[src/rtl/riscv_trace_pkg.sv]
// Shared types and constants for the retirement-trace transmitter.
// A record is 18 bytes; byte 0 is the header and all words are little-endian.
package riscv_trace_pkg;

    localparam logic [2:0] TRC_NONE     = 3'd0;
    localparam logic [2:0] TRC_REG_WR   = 3'd1;
    localparam logic [2:0] TRC_MEM_WR   = 3'd2;
    localparam logic [2:0] TRC_BR_TAKEN = 3'd3;
    localparam logic [2:0] TRC_BR_NOT   = 3'd4;
    localparam logic [2:0] TRC_JUMP     = 3'd5;
    localparam logic [2:0] TRC_JAL_LINK = 3'd6;

    localparam int REC_BYTES = 18;

    typedef struct packed {
        logic [2:0]  kind;
        logic [4:0]  seq;
        logic [4:0]  rd;
        logic [31:0] pc;
        logic [31:0] instr;
        logic [31:0] data;
        logic [31:0] aux;
    } trace_rec_t;

    localparam int REC_W = $bits(trace_rec_t);

    typedef enum logic {
        ST_IDLE = 1'b0,
        ST_SEND = 1'b1
    } tx_state_e;

    // Flatten with byte 0 in the least significant position, then pick byte idx.
    function automatic logic [7:0] rec_byte(input trace_rec_t rec, input logic [4:0] idx);
        logic [REC_BYTES*8-1:0] flat;
        flat = {rec.aux, rec.data, rec.instr, rec.pc, 3'b000, rec.rd, rec.kind, rec.seq};
        return flat[{idx, 3'b000} +: 8];
    endfunction

endpackage

[src/rtl/riscv_trace_fifo.sv]
// Synchronous record FIFO; a push into a full FIFO is accepted only when a pop
// happens on the same edge.
module riscv_trace_fifo
    import riscv_trace_pkg::*;
#(
    parameter int DEPTH = 4,
    localparam int AW = $clog2(DEPTH)
) (
    input  logic             i_clk,
    input  logic             i_reset,
    input  logic             i_push,
    input  logic [REC_W-1:0] i_rec,
    input  logic             i_pop,
    output logic [REC_W-1:0] o_rec,
    output logic             o_full,
    output logic             o_empty,
    output logic [AW:0]      o_count
);

    localparam logic [AW:0] LVL_FULL = (AW + 1)'(DEPTH);

    logic [REC_W-1:0] r_mem [DEPTH];
    logic [AW-1:0]    r_wptr;
    logic [AW-1:0]    r_rptr;
    logic [AW:0]      r_count;
    logic             w_do_push;
    logic             w_do_pop;

    assign o_full    = (r_count == LVL_FULL);
    assign o_empty   = (r_count == '0);
    assign o_count   = r_count;
    assign o_rec     = r_mem[r_rptr];
    assign w_do_pop  = i_pop && !o_empty;
    assign w_do_push = i_push && (!o_full || w_do_pop);

    always_ff @(posedge i_clk or posedge i_reset) begin
        if (i_reset) begin
            r_wptr  <= '0;
            r_rptr  <= '0;
            r_count <= '0;
        end else begin
            if (w_do_push) r_wptr <= r_wptr + 1'b1;
            if (w_do_pop)  r_rptr <= r_rptr + 1'b1;
            if (w_do_push && !w_do_pop)      r_count <= r_count + 1'b1;
            else if (!w_do_push && w_do_pop) r_count <= r_count - 1'b1;
        end
    end

    // Storage needs no reset: pointers define what is valid.
    always_ff @(posedge i_clk) begin
        if (w_do_push) r_mem[r_wptr] <= i_rec;
    end

endmodule

[src/rtl/riscv_trace_tx.sv]
// Retirement-trace transmitter: classifies each sampled commit, queues an 18-byte
// record and serialises records byte-by-byte over a valid/ready port.
module riscv_trace_tx
    import riscv_trace_pkg::*;
#(
    parameter int DEPTH  = 4,
    parameter int DROP_W = 16,
    localparam int LW = $clog2(DEPTH) + 1
) (
    input  logic              i_clk,
    input  logic              i_reset,
    input  logic              i_trace_en,
    input  logic [31:0]       i_pc,
    input  logic [31:0]       i_instr,
    input  logic [31:0]       i_result,
    input  logic [31:0]       i_alu_result,
    input  logic [31:0]       i_rd2,
    input  logic [31:0]       i_pc_next,
    input  logic              i_reg_write,
    input  logic              i_mem_write,
    input  logic              i_branch,
    input  logic              i_jump,
    output logic [7:0]        o_tx_data,
    output logic              o_tx_valid,
    input  logic              i_tx_ready,
    output logic [DROP_W-1:0] o_drop_count,
    output logic [LW-1:0]     o_fifo_level
);

    localparam logic [4:0] LAST_IDX = 5'(REC_BYTES - 1);

    trace_rec_t       w_rec;
    logic [4:0]       w_rd;
    logic [REC_W-1:0] w_fifo_rec;
    logic             w_full;
    logic             w_empty;
    logic             w_pop;
    logic             w_dropped;

    tx_state_e        r_state;
    tx_state_e        w_state_nxt;
    trace_rec_t       r_rec;
    trace_rec_t       w_rec_nxt;
    logic [4:0]       r_idx;
    logic [4:0]       w_idx_nxt;
    logic [4:0]       r_seq;
    logic [DROP_W-1:0] r_drop;

    assign w_rd = i_instr[11:7];

    always_comb begin
        w_rec       = '0;
        w_rec.seq   = r_seq;
        w_rec.rd    = w_rd;
        w_rec.pc    = i_pc;
        w_rec.instr = i_instr;
        if (i_reg_write && w_rd != 5'd0 && i_jump) w_rec.kind = TRC_JAL_LINK;
        else if (i_reg_write && w_rd != 5'd0)      w_rec.kind = TRC_REG_WR;
        else if (i_mem_write)                      w_rec.kind = TRC_MEM_WR;
        else if (i_branch && i_pc_next != i_pc + 32'd4) w_rec.kind = TRC_BR_TAKEN;
        else if (i_branch)                         w_rec.kind = TRC_BR_NOT;
        else if (i_jump)                           w_rec.kind = TRC_JUMP;
        else                                       w_rec.kind = TRC_NONE;

        case (w_rec.kind)
            TRC_REG_WR:   w_rec.data = i_result;
            TRC_JAL_LINK: w_rec.data = i_result;
            TRC_MEM_WR:   w_rec.data = i_rd2;
            default:      w_rec.data = 32'd0;
        endcase
        case (w_rec.kind)
            TRC_MEM_WR:   w_rec.aux = i_alu_result;
            TRC_BR_TAKEN,
            TRC_BR_NOT,
            TRC_JUMP,
            TRC_JAL_LINK: w_rec.aux = i_pc_next;
            default:      w_rec.aux = 32'd0;
        endcase
    end

    riscv_trace_fifo #(
        .DEPTH(DEPTH)
    ) u_fifo (
        .i_clk   (i_clk),
        .i_reset (i_reset),
        .i_push  (i_trace_en),
        .i_rec   (w_rec),
        .i_pop   (w_pop),
        .o_rec   (w_fifo_rec),
        .o_full  (w_full),
        .o_empty (w_empty),
        .o_count (o_fifo_level)
    );

    // Sequence advances on every sampled event so the receiver can spot drops.
    assign w_dropped = i_trace_en && w_full && !w_pop;

    always_ff @(posedge i_clk or posedge i_reset) begin
        if (i_reset) begin
            r_seq  <= '0;
            r_drop <= '0;
        end else begin
            if (i_trace_en) r_seq <= r_seq + 5'd1;
            if (w_dropped && r_drop != '1) r_drop <= r_drop + 1'b1;
        end
    end

    assign o_drop_count = r_drop;

    always_ff @(posedge i_clk or posedge i_reset) begin
        if (i_reset) begin
            r_state <= ST_IDLE;
            r_rec   <= '0;
            r_idx   <= '0;
        end else begin
            r_state <= w_state_nxt;
            r_rec   <= w_rec_nxt;
            r_idx   <= w_idx_nxt;
        end
    end

    always_comb begin
        w_state_nxt = r_state;
        w_rec_nxt   = r_rec;
        w_idx_nxt   = r_idx;
        w_pop       = 1'b0;
        o_tx_valid  = 1'b0;
        o_tx_data   = 8'd0;
        case (r_state)
            ST_IDLE: begin
                if (!w_empty) begin
                    w_pop       = 1'b1;
                    w_rec_nxt   = trace_rec_t'(w_fifo_rec);
                    w_idx_nxt   = 5'd0;
                    w_state_nxt = ST_SEND;
                end
            end
            ST_SEND: begin
                o_tx_valid = 1'b1;
                o_tx_data  = rec_byte(r_rec, r_idx);
                if (i_tx_ready) begin
                    if (r_idx != LAST_IDX) begin
                        w_idx_nxt = r_idx + 5'd1;
                    end else if (!w_empty) begin
                        w_pop     = 1'b1;
                        w_rec_nxt = trace_rec_t'(w_fifo_rec);
                        w_idx_nxt = 5'd0;
                    end else begin
                        w_state_nxt = ST_IDLE;
                    end
                end
            end
            default: w_state_nxt = ST_IDLE;
        endcase
    end

endmodule

[config.mk]
export PLATFORM = sky130hd
export DESIGN_NAME = riscv_trace_tx
export DESIGN_NICKNAME = d
export VERILOG_FILES = /design/src/rtl/riscv_trace_pkg.sv /design/src/rtl/riscv_trace_fifo.sv /design/src/rtl/riscv_trace_tx.sv
export SDC_FILE = /design/constraint.sdc
export NUM_CORES = 1
export LEC_CHECK = 0
export ABC_AREA = 1
export CORE_AREA = 2 2 243 245
export CTS_CLUSTER_DIAMETER = 100
export DETAILED_ROUTE_END_ITERATION = 8
export DIE_AREA = 0 0 245 247
export GPL_TIMING_DRIVEN = 1
export HOLD_SLACK_MARGIN = 0.1
export PLACE_DENSITY_LB_ADDON = 0.1
export SLEW_MARGIN = 20
export SYNTH_ARGS = -nofsm -noshare
export SYNTH_HDL_FRONTEND = slang
export SYNTH_SLANG_ARGS = --single-unit
[constraint.sdc]
create_clock -name i_clk -period 8 [get_ports i_clk]
set_input_delay 1.2 -clock i_clk [delete_from_list [all_inputs] [get_ports i_clk]]
set_output_delay 1.2 -clock i_clk [all_outputs]
set_load 0.05 [all_outputs]
# Word-level counts from Yosys, hierarchy flattened
# Memories as Yosys holds them, arrays and structs flattened.
# Cells that the tools add are included.
[classes]
shifts = 1
bitwise_logic = 1
n_reduce_logical = 22
eq_ne = 12
add_sub_neg = 8
muxes = 29
[ops]
columns = ["op", "count"]
rows = [
  ["141-bit 2-to-1 mux", 3],
  ["141-bit case mux with 2 select lines", 1],
  ["144-bit by 9-bit indexed part select with 8-bit output", 1],
  ["32-bit case mux with 2 select lines", 2],
  ["32-bit by 3-bit adder with 32-bit output, second input constant", 1],
  ["32-bit inequality test", 1],
  ["3-bit 2-to-1 mux", 8],
  ["16-bit by 1-bit adder with 16-bit output, second input constant", 1],
  ["16-bit inequality test, second input constant", 1],
  ["5-bit 2-to-1 mux", 3],
  ["3-bit equality test, second input constant", 4],
  ["5-bit by 1-bit adder with 5-bit output, second input constant", 2],
  ["1-bit logical AND", 10],
  ["5-bit case mux with 2 select lines", 1],
  ["1-bit 2-to-1 mux", 8],
  ["8-bit 2-to-1 mux", 1],
  ["3-bit by 2-bit equality test with 1-bit output, second input constant", 2],
  ["1-bit zero test", 5],
  ["5-bit inequality test, second input constant", 1],
  ["5-bit nonzero test", 1],
  ["2-bit by 1-bit adder with 2-bit output, second input constant", 2],
  ["2-bit inequality test, second input constant", 2],
  ["1-bit case mux with 2 select lines", 2],
  ["4-bit OR reduction", 1],
  ["other kinds (9)", 9],
]
[totals]
n_memories = 1
wordCells = 88
in_bits = 200
out_inout_bits = 28
regBits = 175
mem_bits_rw = 564
[mem_list]
columns = ["memory", "words", "width", "rd", "rd_ports_with_merged_regs", "write_ports", "line_no", "rtl"]
rows = [
  ["u_fifo.r_mem", 4, 141, 1, 0, 1, "riscv_trace_fifo.sv:22", "logic [REC_W-1:0] r_mem [DEPTH];"],
]

# Longest topological paths before layout
# Gate-level depths: netlist of the first run.
[logic_depth]
depth_word = 12
depth_mapped = 17
ltp_nobuf = 17

# By module
# A second synthesis of the first run with hierarchy kept.
[unflattened]
hier_cells = 3092
area_unflattened_um2 = 31813.0
[modules_own_cells]
columns = ["module", "area_each_um2", "n_inst", "cells_per_inst"]
rows = [
  ["riscv_trace_fifo", 21648.3, 1, 1568],
  ["riscv_trace_tx", 10164.7, 1, 1524],
]

# Worst setup path before layout of the first run
# OpenSTA, ideal clock, no wires.
[synth_path]
path_type = "input -> register"
startpoint = "input port i_tx_ready"
endpoint = "memory u_fifo.r_mem[0][0] (netlist bit), enable pin"
arrival_ps = 7561
slack_ps = -194
path_stages = 8
n_path_buf = 0
path_cell_list = "nor2_1 -> inv_1 -> nand2_2 -> nor2_4 -> nor2_4 -> nor2_1 -> inv_1 -> nor2_1"
[synth_via]
elab_chain_len = 7
[synth_lines]
columns = ["element", "line_no", "rtl"]
rows = [
  ["from (decl)", "riscv_trace_tx.sv:25", "input logic i_tx_ready,"],
  ["1-bit 2-to-1 mux", "riscv_trace_tx.sv:141", "if (i_tx_ready) begin"],
  ["1-bit case mux with 2 select lines", "riscv_trace_tx.sv:129", "case (r_state)"],
  ["1-bit logical AND", "riscv_trace_fifo.sv:33", "assign w_do_pop = i_pop && !o_empty;"],
  ["1-bit logical OR", "riscv_trace_fifo.sv:34", "assign w_do_push = i_push && (!o_full || w_do_pop);"],
  ["1-bit logical AND", "riscv_trace_fifo.sv:34", ""],
  ["net u_fifo.w_do_push", "riscv_trace_fifo.sv:26", "logic w_do_push;"],
  ["1-bit 2-to-1 mux", "riscv_trace_fifo.sv:51", "if (w_do_push) r_mem[r_wptr] <= i_rec;"],
  ["1-bit 2-to-1 mux (not written as such)", "riscv_trace_fifo.sv:51", ""],
  ["to (decl)", "riscv_trace_fifo.sv:22", ""],
]
# The timed path passes the listed nets, and every way through them passes these cells.

# Worst setup path in the final report of the first run
[layout_path]
startpoint = "register r_idx[0]"
endpoint = "output port o_tx_data[2]"
[layout_via]
elab_chain_len = 2
[layout_lines]
columns = ["element", "line_no", "rtl"]
rows = [
  ["from (decl)", "riscv_trace_tx.sv:44", "logic [4:0] r_idx;"],
  ["from (signal assigned)", "riscv_trace_tx.sv:118", "r_idx <= w_idx_nxt;"],
  ["144-bit by 9-bit indexed part select with 8-bit output", "riscv_trace_pkg.sv:36", "return flat[{idx, 3'b000} +: 8];"],
  ["8-bit 2-to-1 mux", "riscv_trace_tx.sv:129", ""],
  ["to (decl)", "riscv_trace_tx.sv:23", "output logic [7:0] o_tx_data,"],
]
# Every way passes these cells.

==> impl_metrics.py, run 1 <==
metrics = {
    "global_routing": {
        "grt_usage_pct": 26.6,
        "grt_pass1_vias": 20900,
        "grt_antenna_before_repair": 1,
        "grt_pass1_wl_um": 122000,
        "grt_max_degree": 168,
        "overflow": 0,
    },
    "synthesis": {
        "synth.top_cell.area_share_pct": 53.6,
        "synthesis.nets": 3094,
        "synthTopCellsByArea": "edfxtp_1, dfrtp_1, nand2_1, o21ai_0, nor2_1",
        "synth-seq-cells": 714,
        "yosysWarningCount": 0,
        "ys.flop_type": "edfxtp_1",
        "avgSynthCellArea_um2": 10.6,
        "synth-edff-count": 544,
        "synth-seq-area-share_pct": 67.6,
        "synth.distinct_cells": 39,
        "yosys.area.top_type": "edfxtp_1",
        "synthCells": 2883,
        "synthesis.area_mm2": 0.0305,
        "async_reset_ff_share_pct": 23.8,
    },
    "timing": {
        "whs_ns": 0.467,
        "finalSetupTns_ns": 0,
        "slew_violations": 0,
        "setup_viol": 0,
        "hold_viol_final": 0,
        "min_period_over_period_pct": 71.4,
        "skew_ns": 0.0220,
        "min_period_ns": 5.71,
        "slew_headroom_pct": 25.1,
        "tightest_slew_ns": 1.12,
        "fmax_mhz": 175,
        "setup_slack_ns": 2.29,
        "rsz0062_at_grt": "false",
    },
    "floorplanning": {
        "die_width_um": 245,
        "design.core.area_mm2": 0.0582,
        "start_util_pct": 52.3,
        "ios": 228,
        "dieArea_mm2": 0.0605,
        "row_count": 89,
        "fp.dieH_um": 247,
    },
    "power": {
        "vdd_drop_max_v": 0.000319,
        "pwr_density_cell_mw_per_mm2": 344,
        "p_int_uw": 7990,
        "pwr-share-comb_pct": 29.2,
        "p_leak_uw": 0.0137,
        "clockPowerShare_pct": 27.4,
        "finalPower_uw": 12300,
        "swShare_pct": 35.0,
        "power.switching_uw": 4310,
        "p_seq_share_pct": 43.4,
    },
    "setup_path": {
        "end_kind": "primary output",
        "cp_data_arrival_time_ns": 4.51,
        "crit_fanout": 78,
        "crit_required_ns": 6.80,
        "cp-start-kind": "flip-flop",
        "criticalPathCategory": "flip-flop to primary output",
    },
    "placed_design": {
        "port_buffers": 227,
        "pre_cts_ws_ns": 2.94,
        "routabilityCongestion": 0.913,
        "dp_hpwl_um": 51200,
    },
    "clock_network": {
        "cts_max_level": 3,
        "ctsResizeCount": 0,
        "cts_tree": "built",
        "clk_latency_ns": 0.61,
        "cts_hold_buf": 0,
        "root_buffer": "clkbuf_16",
        "post-cts-setup-buffers": 0,
        "path_clk_slew_ns": 0.06,
        "cts_buffer_depth": 3,
        "numCtsBuffers": 73,
        "cts_sinks": 714,
    },
    "final_layout": {
        "fill_cells": 4700,
        "area_growth_pct": 17.5,
        "nets": 3261,
        "ff_latch_area_mm2": 0.0206,
        "layout-drive-gt1-share_pct": 6.17,
        "multi_input_area_mm2": 0.00879,
    },
    "run_status": {
        "status": "finished clean",
    },
    "run": {
        "drv_cap": 0,
    },
    "routing": {
        "drtIter0Drc": 1791,
        "highest_layer": "met4",
        "num_vias": 21800,
        "route.met2.wl_um": 38500,
        "ant_nets": 0,
        "routed_wl_um": 80500,
        "drcViolationCount": 0,
        "drtPass1Iterations": 7,
        "wl_met1_um": 34700,
        "met3_length_um": 4740,
        "via_per_inst": 5.61,
        "wl_per_cell_um": 20.7,
    },
    "hold_path": {
        "min-delay-path-class": "flip-flop to flip-flop",
    },
}
-- power by group through the flow --
| stage | registers, uW | clock network (uW) | logic [uW] |
|---|---|---|---|
| finish | 5340 | 3370 | 3600 |
| global route | 5410 | 3570 | 3970 |
| CTS | 5330 | 3430 | 3630 |
| detailed placement | 5400 | 0 | 3610 |
| global placement | 5380 | 0 | 3550 |
| floorplan | 5480 | 0 | 2260 |
-- layer usage --
layer | vias up | track usage, %
li1 | 10300 | -
met1 | 10700 | 37.2
met5 | - | 0
met2 | 666 | 42.6
met4 | 0 | 9.31
met3 | 130 | 4.06
-- stage by stage --
| step | util, % | instances | cell area, um^2 |
|---|---|---|---|
| 3_3_place_gp | 57.3 | 3748 | 33400 |
| 2_1_floorplan | - | 2883 | 30500 |
| 3_5_place_dp | 57.3 | 3748 | 33400 |
| 5_1_grt | 61.4 | 3883 | 35800 |
| 4_1_cts | 61.4 | 3883 | 35800 |
| 6_report | 61.4 | 3884 | 35800 |
-- cell type report --
| cell class | instances | area share, % |
|---|---|---|
| sequential | 714 | 57.6 |
| multi-input combinational | 1876 | 24.6 |
| timing repair buffer | 253 | 7.03 |
| clock buffer | 98 | 5.71 |
| tap | 773 | 2.70 |
| inverter | 132 | 1.42 |
| clock inverter | 37 | 1.00 |
| antenna | 1 | 0.00699 |
-- worst paths after layout --
path / to / cells after the start / from / slack (ns)
setup reg to reg: u_fifo.r_mem[3][96] / 14 / r_idx[1] / 3.35
max in group asynchronous: r_rec[16] / 4 / i_reset / 5.11
hold reg to reg: r_rec[102] / 2 / r_rec[102] / 0.47
setup / recovery: o_tx_data[2] / 11 / r_idx[0] / 2.29
min in group asynchronous: r_rec[94] / 2 / i_reset / 1.06
hold / removal: r_rec[102] / 2 / r_rec[102] / 0.47
-- kinds of logic (layout without fill, tap and decap cells) --
logic type / after synthesis / in the layout / synth area share [%]
AOI/OAI and AO/OA: 608 / 608 / 10.8
DFF: 714 / 714 / 67.6
and+or+nand+nor: 1215 / 1215 / 16.2
adders and majority gates: 11 / 11 / 0.476
other: 0 / 1 / 0
buffers and inverters: 293 / 520 / 3.70
xor gates and xnor gates: 41 / 41 / 1.18
muxes: 1 / 1 / 0.0370
-- flip-flops by register name (all words and copies together) (netlist names) --
| register | flops |
|---|---|
| o_drop_count | 16 |
| r_idx | 5 |
| r_rec | 136 |
| r_seq | 5 |
| r_state | 1 |
| u_fifo.o_count | 3 |
| u_fifo.r_mem | 544 |
| u_fifo.r_rptr | 2 |
| u_fifo.r_wptr | 2 |
-- layout by cell type (no fill, tap or decap), drive strengths merged, types with 16 or more instances in the layout --
cell type,synthesis,layout
o22ai,152,152
xnor2,16,16
xor2,25,25
nand4,22,22
clkdlybuf4s50,0,226
o21ai,405,405
clkinv,2,29
inv,130,131
nand3,111,111
nand2,672,672
clkbuf,126,98
a21oi,35,35
edfxtp,544,544
nor2,388,388
dfrtp,170,170
buf,35,27
-- worst max-delay path, cell delays in order, from the launching register on --
cell and delay [ns]:
dfrtp_2 0.34, buf_4 0.54, clkinv_1 0.57, buf_4 0.42, a21oi_1 0.15, o21ai_0 0.08
o21ai_0 0.13, nand2_1 0.08, nand2_1 0.07, o21ai_0 0.10, a21oi_1 0.44, clkdlybuf4s50_1 0.91
-- synthesized netlist by cell type, types with 9 or more instances --
library cell and count:
a21oi_1 34, buf_1 13, buf_2 22, clkbuf_1 126
dfrtp_1 170, edfxtp_1 544, ha_1 10, inv_1 123
nand2_1 661, nand2_2 9, nand3_1 110, nand4_1 22
nor2_1 374, nor2_4 9, nor3_1 12, o21ai_0 405
o22ai_1 152, xnor2_1 16, xor2_1 25
Note: power is estimated with default switching activity, not from simulation.
==> run 2, diff against run 1 <==
==> constraint.sdc (replaced) <==
create_clock -name i_clk -period 4.7 [get_ports i_clk]
set_input_delay 0.705 -clock i_clk [delete_from_list [all_inputs] [get_ports i_clk]]
set_output_delay 0.705 -clock i_clk [all_outputs]
set_load 0.05 [all_outputs]
==> run 2 against run 1 <==
Against the previous run:
- first-iteration DRC count rose by 9.3%
- core utilization increased by 0.47 points
- die area did not move
- register-to-register slack got worse by 2.2 ns
==> impl_metrics.py, run 2 (same netlist as run 1, synthesis figures left out) <==
metrics = {
    "routing": {
        "ant_nets": 0,
        "via_per_inst": 5.64,
        "drcViolationCount": 0,
        "drtPass1Iterations": 5,
        "wl_per_cell_um": 21.2,
        "routed_wl_um": 82600,
        "drtIter0Drc": 1958,
        "num_vias": 22000,
    },
    "final_layout": {
        "layout_common_cells": "nand2_1, edfxtp_1, o21ai_0",
        "largest_register_ffs": 544,
        "layout-drive-gt1-share_pct": 6.82,
        "finish.utilization_pct": 61.9,
        "area_growth_pct": 18.4,
        "layout.cells.most_common": "nand2_1",
        "antenna_cells": 0,
        "top_register": "u_fifo.r_mem",
        "nets": 3273,
    },
    "clock_network": {
        "clk_latency_ns": 0.63,
        "path_clk_slew_ns": 0.06,
        "cts_sinks": 714,
        "post-cts-setup-buffers": 0,
        "cts_hold_buf": 0,
        "cts_buffer_depth": 3,
        "numCtsBuffers": 74,
        "ctsResizeCount": 0,
        "root_buffer": "clkbuf_16",
        "cts_max_level": 3,
        "cts_tree": "built",
    },
    "setup_path": {
        "cp_data_arrival_time_ns": 3.26,
        "rrSetupSlack_ns": 1.19,
        "crit_fanout": 31,
        "criticalPathCategory": "flip-flop to primary output",
        "rr_endpoint": "u_fifo.r_mem[2][42]",
        "end_kind": "primary output",
        "crit_required_ns": 3.99,
        "crit_start": "r_idx[0]",
        "reg2regPathDepth": 11,
        "cp-start-kind": "flip-flop",
        "rr_startpoint": "r_idx[1]",
    },
    "timing": {
        "skew_ns": 0.0217,
        "setup_viol": 0,
        "rsz0062_at_grt": "false",
        "hold_viol_final": 0,
        "fmax_mhz": 252,
        "slew_headroom_pct": 14.7,
        "tightest_slew_ns": 1.28,
        "min_period_over_period_pct": 84.3,
        "slew_violations": 0,
        "min_period_ns": 3.96,
        "finalSetupTns_ns": 0,
    },
    "global_routing": {
        "grt_util_met2_pct": 44.3,
        "met1_usage_pct": 37.5,
        "grt_usage_pct": 27.4,
        "grt_pass1_vias": 21000,
        "grt_antenna_before_repair": 2,
        "grt_pass1_wl_um": 125000,
        "overflow": 0,
        "top_usage_layer": "met2",
        "grt_use_met3_pct": 4.35,
        "grt_max_degree": 214,
    },
    "hold_path": {
        "hold_depth": 2,
        "min-delay-path-class": "flip-flop to flip-flop",
        "whs_endpoint": "r_rec[30]",
        "hold_start": "r_rec[30]",
    },
    "power": {
        "vdd_drop_max_v": 0.000349,
        "p_leak_uw": 0.0139,
        "pwr_density_cell_mw_per_mm2": 593,
        "finalPower_uw": 21400,
    },
    "run_status": {
        "status": "finished clean",
    },
    "floorplanning": {
        "ios": 228,
        "dieArea_mm2": 0.0605,
        "start_util_pct": 52.3,
        "fp.dieH_um": 247,
        "die_width_um": 245,
        "design.core.area_mm2": 0.0582,
        "row_count": 89,
    },
    "run": {
        "drv_cap": 0,
    },
    "placed_design": {
        "port_buffers": 227,
        "routabilityCongestion": 0.900,
        "dp_hpwl_um": 53300,
    },
}
-- run 2: cell count changes in the layout (fill, tap and decap cells not counted), moves of 2 or more --
cell and change:
clkinv_1 +3, clkdlybuf4s50_1 -8, clkinvlp_4 -2, clkbuf_1 -4, clkinv_2 +3, buf_4 +6, buf_12 +14, bufinv_16 +3
clkbuf_8 -2
-- run 2: cell type report --
class	count	area, um^2
clock inverters	44	450
repair buffers	264	2750
flip-flops and latches	714	20600
multi-input cells	1876	8780
inverters	132	507
well taps	773	967
clock buffers	92	2000
fillers	4701	22200
-- run 2: per-layer routing --
layer / up-vias / routed length (um)
li1: 10300 / -
met1: 10900 / 35200
met2: 632 / 39800
met3: 146 / 4650
met4: 2 / 2930
met5: - / 11
-- run 2: worst max-delay path: stages (launching register included) --
cell and delay (ns):
dfrtp_2 0.56, clkinv_1 0.11, buf_4 0.33, nand2_1 0.22
o221ai_1 0.23, nand2_1 0.08, a31oi_1 0.18, o21ai_0 0.13
a21oi_1 0.55, buf_12 0.22
-- run 2: worst max path at each step --
stage | slack (ns) | depth (start not counted) | to
final | 0.74 | 9 | o_tx_data[2]
after global routing | 0.58 | 9 | o_tx_data[2]
after CTS | 0.74 | 9 | o_tx_data[2]
after detailed placement | 1.11 | 9 | u_fifo.r_mem[1][16]
after global placement | 1.17 | 9 | r_rec[16]
after floorplan | -1.04 | 11 | u_fifo.r_mem[0][0]
-- run 2: metrics by stage --
step                      area, um^2  setup WS [ns]  std cells  hold slack [ns]
after floorplan                30500          -1.04       2883            0.434
final                          36100          0.738       3895            0.465
after global placement         33600           1.17       3759            0.451
after CTS                      36100          0.735       3895            0.467
after detailed placement       33600           1.11       3759            0.451
after global routing           36100          0.576       3895            0.484
-- run 2: where the power goes --
group / internal (uW) / switching [uW] / total (uW)
registers: 8450 / 649 / 9100
clock network: 3480 / 2420 / 5900
logic: 1950 / 4430 / 6380
==> run 3, diff against run 2 <==
--- a/config.mk
+++ b/config.mk
@@ -6,10 +6,10 @@
 export NUM_CORES = 1
 export LEC_CHECK = 0
 export ABC_AREA = 1
-export CORE_AREA = 2 2 243 245
+export CORE_AREA = 2 2 231 233
 export CTS_CLUSTER_DIAMETER = 100
 export DETAILED_ROUTE_END_ITERATION = 8
-export DIE_AREA = 0 0 245 247
+export DIE_AREA = 0 0 233 235
 export GPL_TIMING_DRIVEN = 1
 export HOLD_SLACK_MARGIN = 0.1
 export PLACE_DENSITY_LB_ADDON = 0.1
==> constraint.sdc (replaced) <==
create_clock -name i_clk -period 4.1 [get_ports i_clk]
set_input_delay 0.615 -clock i_clk [delete_from_list [all_inputs] [get_ports i_clk]]
set_output_delay 0.615 -clock i_clk [all_outputs]
set_load 0.05 [all_outputs]
==> run 3 against run 2 <==
Against the previous run:
- total power rose by 15%
- worst hold slack gained 0.0020 ns
- global-route usage grew 3.9 points
- setup slack worse by 0.34 ns
- core utilization increased by 7.4 points
- largest power group unchanged
- die area decreased by 9.5%
- critical path type unchanged
- clock skew up 0.0064 ns
- clock power up 14%
- combinational power grew 16%
- final cell count shrank 1.7%
==> impl_metrics.py, run 3 (same netlist as run 1, synthesis figures left out) <==
metrics = {
    "floorplanning": {
        "start_util_pct": 58.3,
        "design.core.area_mm2": 0.0522,
        "ios": 228,
        "dieArea_mm2": 0.0548,
        "die_width_um": 233,
        "fp.dieH_um": 235,
        "row_count": 84,
    },
    "final_layout": {
        "antenna_cells": 0,
        "largest_register_ffs": 544,
        "layout_common_cells": "nand2_1, edfxtp_1, o21ai_0",
        "finish.utilization_pct": 69.3,
        "nets": 3292,
        "instances_no_fill": 3827,
        "final_cell_area_mm2": 0.0362,
        "top_register": "u_fifo.r_mem",
        "layout.cells.most_common": "nand2_1",
        "fill_cells": 3844,
        "area_growth_pct": 18.8,
        "layout-drive-gt1-share_pct": 7.36,
    },
    "placed_design": {
        "place_inst": 3693,
        "port_buffers": 227,
        "dp_hpwl_um": 55200,
        "pre_cts_ws_ns": 0.538,
        "place_area_mm2": 0.0338,
        "routabilityCongestion": 0.913,
    },
    "setup_path": {
        "crit_required_ns": 3.48,
        "cpPeakStageDelay_ns": 0.57,
        "cp-start-kind": "flip-flop",
        "criticalPathCategory": "flip-flop to primary output",
        "crit_top_cell": "a21oi_1",
        "slowest_stage": "dfrtp_2",
        "cp_data_arrival_time_ns": 3.09,
        "path_cells": "buf_4 -> o21ai_0 -> o22ai_1 -> a21oi_1 -> o211ai_1 -> nand2_1 -> a21oi_1 -> buf_12",
        "crit_start": "r_idx[0]",
        "rr_startpoint": "r_idx[1]",
        "end_kind": "primary output",
        "crit_fanout": 36,
    },
    "clock_network": {
        "cts_hold_buf": 0,
        "numCtsBuffers": 74,
        "path_clk_slew_ns": 0.06,
        "ctsResizeCount": 0,
        "cts_max_level": 3,
        "post-cts-setup-buffers": 0,
        "clk_latency_ns": 0.62,
        "root_buffer": "clkbuf_16",
        "cts_sinks": 714,
        "cts_buffer_depth": 3,
        "cts_tree": "built",
    },
    "timing": {
        "hold_viol_final": 0,
        "tightest_slew_ns": 0.834,
        "min_period_over_period_pct": 90.4,
        "finalSetupTns_ns": 0,
        "min_period_ns": 3.70,
        "slew_headroom_pct": 44.0,
        "fmax_mhz": 270,
        "skew_ns": 0.0280,
        "setup_slack_ns": 0.395,
        "rsz0062_at_grt": "false",
        "slew_violations": 0,
        "setup_viol": 0,
    },
    "power": {
        "p_seq_share_pct": 42.6,
        "p_int_uw": 16000,
        "power.switching_uw": 8650,
        "p_leak_uw": 0.0140,
        "pwr-share-comb_pct": 30.2,
        "pwr_density_cell_mw_per_mm2": 680,
        "swShare_pct": 35.2,
        "clockPowerShare_pct": 27.2,
        "vdd_drop_max_v": 0.000446,
    },
    "routing": {
        "drtIter0Drc": 2582,
        "routed_wl_um": 85400,
        "ant_nets": 0,
        "drtPass1Iterations": 8,
        "wl_per_cell_um": 22.3,
        "via_per_inst": 5.89,
        "drcViolationCount": 0,
        "num_vias": 22500,
    },
    "global_routing": {
        "grt_antenna_before_repair": 1,
        "grt_pass1_wl_um": 129000,
        "grt_usage_pct": 31.3,
        "overflow": 0,
        "grt_max_degree": 166,
        "grt_pass1_vias": 21700,
    },
    "run_status": {
        "status": "finished clean",
    },
    "hold_path": {
        "min-delay-path-class": "input pin to asynchronous set/reset pin",
    },
    "run": {
        "drv_cap": 0,
    },
}
run 3: cell types whose count changed in the layout (fill, tap and decap cells not counted), moves of 2 or more:
cell / before / now
buf_12: 18 / 27
buf_4: 27 / 37
bufinv_16: 8 / 5
clkbuf_1: 12 / 19
clkbuf_8: 4 / 8
clkinv_1: 13 / 7
clkinv_2: 19 / 12
inv_2: 7 / 9
inv_6: 4 / 2
run 3: per-layer routing:
layer / wire length [um] / global-route usage, % / vias up
met5: 0 / 0 / -
met4: 1830 / 8.49 / 0
met3: 6480 / 4.53 / 114
met2: 41800 / 51.1 / 958
met1: 35300 / 44.3 / 11100
li1: - / - / 10400
run 3: power by group through the flow:
| stage | clock network (uW) | registers (uW) | logic, uW |
|---|---|---|---|
| final | 6700 | 10500 | 7430 |
| after global routing | 7060 | 10600 | 8080 |
| after CTS | 6750 | 10500 | 7420 |
| after detailed placement | 0 | 10600 | 7380 |
| after global placement | 0 | 10500 | 7240 |
| after floorplan | 0 | 10500 | 4430 |
run 3: final timing paths:
path                                             to  slack, ns  cells past startpoint
worst max-delay path                   o_tx_data[0]       0.40                      8
worst min-delay path                o_drop_count[0]       0.47                      2
worst max register to register  u_fifo.r_mem[0][33]       1.00                     11
worst min register to register           r_rec[101]       0.47                      2
max in group asynchronous                r_rec[106]       2.76                      3
min in group i_clk                       r_rec[101]       0.47                      2
run 3: layout make-up:
class	instances	area [um^2]	share of cell area, %
sequential	714	20600	56.9
multi-input combinational	1876	8790	24.3
timing repair buffer	283	3010	8.30
clock buffer	104	2110	5.82
tap	688	861	2.38
inverter	132	505	1.40
clock inverter	30	329	0.909
run 3: worst max-delay path, delay by kind of cell (launching register included):
kind | cells | cell delay, ns
compound gates | 5 | 1.18
buf+inv | 2 | 0.61
flops | 1 | 0.57
simple gates | 1 | 0.10
run 3: stage by stage:
step                power, uW  hold slack [ns]
floorplan               14900            0.434
global placement        17800            0.449
detailed placement      18000            0.453
CTS                     24600            0.458
global route            25800            0.492
finish                  24600            0.467
